## src/rtl/ciphertext_receiver.sv

```systemverilog
// ciphertext_receiver
//   Rebuilds one MSG_SIZE-bit ciphertext frame from a serial bit stream and
//   decrypts it with a repeating KEY_SIZE-bit XOR key. Decryption runs one
//   key-width chunk per cycle. The plaintext is then offered on a valid/ready
//   handshake.
//
// Ports
//   clk, rst       clock, synchronous active-high reset (rst wins over ena)
//   ena            global enable; when low every register holds
//   iData_in       serial ciphertext bit, MSB first
//   iData_flag     high while frame bits are being driven
//   iKey           XOR key, latched on the first bit of a frame
//   oPlaintext     decrypted frame, updated only when decryption completes
//   oValid         oPlaintext is valid (held until iReady)
//   iReady         consumer accepts oPlaintext (only looked at in HOLD)
//   oBit_counter   bits captured in the current frame
//   oBusy          receiver is not idle
//   oFrame_error   one-cycle pulse on a framing fault
//   oErr_code      last fault: 00 none, 01 short, 10 overrun, 11 dropped
module ciphertext_receiver #(
    parameter int MSG_SIZE = 64,
    parameter int KEY_SIZE = 8
) (
    input  logic                        clk,
    input  logic                        rst,
    input  logic                        ena,
    input  logic                        iData_in,
    input  logic                        iData_flag,
    input  logic [KEY_SIZE-1:0]         iKey,
    output logic [MSG_SIZE-1:0]         oPlaintext,
    output logic                        oValid,
    input  logic                        iReady,
    output logic [$clog2(MSG_SIZE):0]   oBit_counter,
    output logic                        oBusy,
    output logic                        oFrame_error,
    output logic [1:0]                  oErr_code
);

    localparam int CNT_W  = $clog2(MSG_SIZE) + 1;
    localparam int NCHUNK = MSG_SIZE / KEY_SIZE;
    localparam int IDX_W  = (NCHUNK > 1) ? $clog2(NCHUNK) : 1;

    typedef enum logic [1:0] {
        IDLE    = 2'd0,
        SHIFT   = 2'd1,
        DECRYPT = 2'd2,
        HOLD    = 2'd3
    } state_t;

    state_t              state_q, state_d;
    logic [MSG_SIZE-1:0] shift_q, shift_d;
    logic [KEY_SIZE-1:0] key_q, key_d;
    logic [IDX_W-1:0]    idx_q, idx_d;
    logic [MSG_SIZE-1:0] pt_q, pt_d;
    logic                valid_q, valid_d;
    logic [CNT_W-1:0]    cnt_q, cnt_d;
    logic                ferr_q, ferr_d;
    logic [1:0]          err_q, err_d;
    logic                flag_prev_q, flag_prev_d;
    logic                block_q, block_d;
    logic                flag_rise;

    assign flag_rise = iData_flag & ~flag_prev_q;

    always_comb begin
        state_d     = state_q;
        shift_d     = shift_q;
        key_d       = key_q;
        idx_d       = idx_q;
        pt_d        = pt_q;
        valid_d     = valid_q;
        cnt_d       = cnt_q;
        ferr_d      = 1'b0;
        err_d       = err_q;
        flag_prev_d = iData_flag;
        // A flag assertion that is seen while busy (overrun tail or dropped
        // frame) must be released before IDLE will start a new frame. This
        // also keeps a flag that is already high when HOLD is left from
        // starting a frame.
        block_d     = iData_flag & (block_q | (state_q == DECRYPT) | (state_q == HOLD));

        unique case (state_q)
            IDLE: begin
                if (iData_flag && !block_q) begin
                    shift_d = {{(MSG_SIZE-1){1'b0}}, iData_in};
                    cnt_d   = CNT_W'(1);
                    key_d   = iKey;
                    state_d = SHIFT;
                end
            end
            SHIFT: begin
                if (iData_flag) begin
                    shift_d = {shift_q[MSG_SIZE-2:0], iData_in};
                    cnt_d   = cnt_q + CNT_W'(1);
                    if (cnt_q == CNT_W'(MSG_SIZE - 1)) begin
                        idx_d   = '0;
                        state_d = DECRYPT;
                    end
                end else begin
                    ferr_d  = 1'b1;
                    err_d   = 2'b01;
                    cnt_d   = '0;
                    shift_d = '0;
                    state_d = IDLE;
                end
            end
            DECRYPT: begin
                // Chunks are decrypted in place; the result is copied to the
                // output only on the last chunk so partial data never shows.
                shift_d[idx_q*KEY_SIZE +: KEY_SIZE] = shift_q[idx_q*KEY_SIZE +: KEY_SIZE] ^ key_q;
                if (idx_q == '0 && iData_flag) begin
                    ferr_d = 1'b1;
                    err_d  = 2'b10;
                end else if (flag_rise) begin
                    ferr_d = 1'b1;
                    err_d  = 2'b11;
                end
                if (idx_q == IDX_W'(NCHUNK - 1)) begin
                    pt_d    = shift_d;
                    valid_d = 1'b1;
                    state_d = HOLD;
                end else begin
                    idx_d = idx_q + IDX_W'(1);
                end
            end
            HOLD: begin
                if (flag_rise) begin
                    ferr_d = 1'b1;
                    err_d  = 2'b11;
                end
                if (iReady) begin
                    valid_d = 1'b0;
                    cnt_d   = '0;
                    state_d = IDLE;
                end
            end
            default: state_d = IDLE;
        endcase
    end

    always_ff @(posedge clk) begin
        if (rst) begin
            state_q     <= IDLE;
            shift_q     <= '0;
            key_q       <= '0;
            idx_q       <= '0;
            pt_q        <= '0;
            valid_q     <= 1'b0;
            cnt_q       <= '0;
            ferr_q      <= 1'b0;
            err_q       <= 2'b00;
            flag_prev_q <= 1'b0;
            block_q     <= 1'b0;
        end else if (ena) begin
            state_q     <= state_d;
            shift_q     <= shift_d;
            key_q       <= key_d;
            idx_q       <= idx_d;
            pt_q        <= pt_d;
            valid_q     <= valid_d;
            cnt_q       <= cnt_d;
            ferr_q      <= ferr_d;
            err_q       <= err_d;
            flag_prev_q <= flag_prev_d;
            block_q     <= block_d;
        end
    end

    assign oPlaintext   = pt_q;
    assign oValid       = valid_q;
    assign oBit_counter = cnt_q;
    assign oBusy        = (state_q != IDLE);
    assign oFrame_error = ferr_q;
    assign oErr_code    = err_q;

endmodule

```

## config.mk

```make
export PLATFORM = sky130hd
export DESIGN_NAME = ciphertext_receiver
export DESIGN_NICKNAME = d
export VERILOG_FILES = /design/src/rtl/ciphertext_receiver.sv
export SDC_FILE = /design/constraint.sdc
export NUM_CORES = 1
export LEC_CHECK = 0
export CAP_MARGIN = 30
export CELL_PAD_IN_SITES_DETAIL_PLACEMENT = 1
export CELL_PAD_IN_SITES_GLOBAL_PLACEMENT = 1
export CORE_MARGIN = 8
export CORE_UTILIZATION = 35
export DETAILED_ROUTE_END_ITERATION = 7
export HOLD_SLACK_MARGIN = 0.15
export PLACE_DENSITY = 0.8
export RECOVER_POWER = 50
export SYNTH_ARGS = -nofsm -noshare
export SYNTH_HDL_FRONTEND = slang
export SYNTH_SLANG_ARGS = --single-unit
```

## constraint.sdc

```tcl
create_clock -name clk -period 5.33 [get_ports clk]
set_input_delay 1.066 -clock clk [delete_from_list [all_inputs] [get_ports clk]]
set_output_delay 1.066 -clock clk [all_outputs]
set_load 0.01 [all_outputs]
```

==> flow_summary.yaml <==
cts:
  ctsHoldBuffers: 0
  cts_max_level: 4
  postCtsSetupBuffers: 0
  clockBufferDepth: 2
  clock_latency_ps: 450
  cts.sinks: 154
  clkTransAtPathRegs_ps: 60
  cts_tree: "built"
  cts_buffers: 17
  cts_root_buffer: "clkbuf_16"
  cts_resized: 0
routing:
  drt.antenna.violating_nets: 0
  drc: 0
  drt-total-wl_um: 28300
  viasPerCell: 6.10
  drt_pass1_iterations: 6
  wire_per_inst_um: 22.6
  vias: 7615
  drtIter0Drc: 724
global_routing:
  antenna_found_initial: 1
  overflow: 0
  grt_pass1_wl_um: 44300
  grt_usage_pct: 21.0
  grt_max_degree: 68
  grt_pass1_vias: 7614
synth:
  synthMuxAreaShare_pct: 6.06
  synth-seq-area-share_pct: 40.3
  synth_commonest_cells: "dfxtp_1, nand2_1, o21ai_0, nor2_1, a21oi_1"
  synth-seq-cells: 154
  syn-num-nets: 928
  yosys_warnings: 0
  synth-compound-area-share_pct: 28.6
  synth_area_leaders: "dfxtp_1, o21ai_0, nand2_1"
  yosys.area.top_type_share_pct: 40.3
  ys.flop_type: "dfxtp_1"
  yosys.cell_types.count: 59
  synth_edf_count: 0
  yosysMostFrequentCell: "dfxtp_1"
  ys_async_sr_fraction_pct: 0
  synth.cell_area_mm2: 0.00764
  synth-xor-area-share_pct: 1.96
  synth-simple-area-share_pct: 16.7
  synth_top_family_by_area: "compound AO/OA/AOI/OAI gates"
  yosys.area.top_type: "dfxtp_1"
  synth.avg_cell_area_um2: 8.45
  synthAdderAreaFrac_pct: 1.47
  syn_inst: 905
die:
  fp.dieH_um: 164
  dieArea_mm2: 0.0268
  num_rows: 54
  start_util_pct: 35.4
  ios: 90
  chipWidth_um: 164
  fp.coreArea_mm2: 0.0216
pwr:
  seq_power_share_pct: 44.7
  peakVddDrop_mv: 0.233
  switchingPower_mw: 0.664
  combPwrFrac_pct: 5.9
  swShare_pct: 25.5
  p_leak_nw: 3.15
  intPower_mw: 1.94
  p_clk_share_pct: 49.4
  power.density_mw_per_mm2: 280
  power.total_mw: 2.61
critical_path:
  crit_arrival_ps: 4200
  worstSetupPathType: "input pin to register"
  critPathMaxFanout: 40
  required_ps: 5690
  start_kind: "input pin"
  crit_path_end_kind: "register"
placement:
  hpwl_um: 19400
  numPortBuffers: 89
  gp_congestion: 0.989
layout:
  seq_area_mm2: 0.00308
  multi_input_area_mm2: 0.00423
  num_antenna_cells: 0
  drive_gt1_share_pct: 7.54
  nets: 978
  n_fill_cell: 2528
  area_growth_syn_to_layout_pct: 21.9
sta:
  rsz0062_at_grt: "no"
  worst_slew_pin_slew_ps: 1760
  fmaxAchievable_mhz: 260
  finalSetupViolations: 0
  finalSetupTns_ps: 0
  slew_headroom_pct: -17.2
  finalHoldViolCount: 0
  finalCriticalPeriod_ps: 3840
  finalClockSkew_ps: 14.4
  finalMaxSlewViolations: 40
  period_share_pct: 72.1
hold_path:
  hold_class: "register to register"
flow_run:
  maxCapViolations: 1
status:
  status: "complete, but fails checks"
  failed_checks: "max-capacitance violations, max-slew violations"
## path summary, 6_finish.rpt
kind	slack [ps]	to	depth (start not counted)	startpoint
max reg2reg	1850	oPlaintext[22]	8	idx_q[0]
max	1490	shift_q[9]	6	ena
min reg2reg	450	oPlaintext[36]	2	oPlaintext[36]
min	450	oPlaintext[36]	2	oPlaintext[36]
## registers in the layout, indices dropped and copies added, names as in the netlist, named ones only
register      cells
oPlaintext       64
shift_q          64
key_q             8
oBit_counter      7
idx_q             3
oErr_code         2
block_q           1
flag_prev_q       1
oFrame_error      1
oValid            1
state_q           1
## placed cells by master, fill, tap and decap left out, types with 4 or more instances in the layout
| master | Yosys | routed |
|---|---|---|
| nand2_1 | 103 | 103 |
| a21oi_1 | 61 | 61 |
| o221ai_1 | 22 | 22 |
| nor3_1 | 11 | 11 |
| a22oi_1 | 49 | 49 |
| dlygate4sd3_1 | 0 | 77 |
| a32o_1 | 15 | 15 |
| inv_6 | 0 | 4 |
| nand2b_1 | 5 | 5 |
| o22ai_1 | 26 | 26 |
| nor2b_1 | 8 | 8 |
| clkbuf_16 | 0 | 17 |
| dfxtp_1 | 154 | 154 |
| a211o_1 | 4 | 4 |
| mux2_2 | 4 | 4 |
| o21ai_1 | 20 | 6 |
| o31ai_1 | 5 | 5 |
| buf_4 | 2 | 13 |
| o21a_1 | 8 | 8 |
| inv_1 | 10 | 10 |
| and3_1 | 7 | 6 |
| xor2_1 | 9 | 5 |
| nand3_1 | 37 | 37 |
| a31oi_1 | 5 | 5 |
| ha_1 | 9 | 9 |
| clkdlybuf4s50_1 | 0 | 11 |
| nor2_1 | 67 | 65 |
| nand4_1 | 5 | 5 |
| mux2i_1 | 35 | 35 |
| a222oi_1 | 17 | 17 |
| or3_1 | 4 | 4 |
| and4_1 | 15 | 15 |
| o21ai_0 | 83 | 96 |
| xor2_2 | 0 | 4 |
## worst max-delay path, stage by stage
cell	delay (ps)
dlygate4sd3_1	720
nor2b_1	250
a21boi_2	700
and3_2	840
nand2_1	350
o22ai_1	250
## logic make-up (layout without fill, tap and decap cells)
kind of cell | count (synthesis) | count (layout)
multiplexers | 42 | 42
AND/OR/NAND/NOR | 272 | 272
buffers and inverters | 84 | 147
adder cells (fa/ha/maj) | 9 | 9
AO/OA/AOI/OAI | 332 | 332
XOR/XNOR | 12 | 12
flip-flops | 154 | 154
## layer usage
layer / vias up / global-route usage [%] / part of all wire, %
met3: 51 / 4.81 / 7.4
met2: 296 / 32.9 / 46
met4: 2 / 7.77 / 2.5
li1: 3510 / - / -
met5: - / 0 / 0.032
met1: 3756 / 27.7 / 44
## metrics by stage
stage | util, % | instance area [um^2] | setup slack, ps | instances | hold slack (ps)
4_1_cts | 43.1 | 9320 | 1650 | 1248 | 451
2_1_floorplan | - | 7640 | 2710 | 905 | 450
5_1_grt | 43.1 | 9320 | 1340 | 1248 | 465
6_report | 43.1 | 9320 | 1490 | 1248 | 445
3_5_place_dp | 40.3 | 8710 | 1200 | 1216 | 443
3_3_place_gp | 40.2 | 8690 | 1320 | 1215 | 440
## power by group through the flow
stage / clock network [mW] / logic (mW) / registers, mW
floorplan: 0 / 0.0970 / 1.19
global placement: 0 / 0.149 / 1.19
detailed placement: 0 / 0.152 / 1.19
CTS: 1.30 / 0.152 / 1.17
global route: 1.36 / 0.163 / 1.17
finish: 1.29 / 0.153 / 1.17
## area by class of cell
type | count | share of cell area (%)
tap | 280 | 3.76
sequential | 154 | 33.1
timing repair buffer | 104 | 10.8
multi-input combinational | 667 | 45.3
clock buffer | 17 | 4.57
clock inverter | 15 | 2.04
inverter | 11 | 0.443
Note: power is estimated with default switching activity, not from simulation.
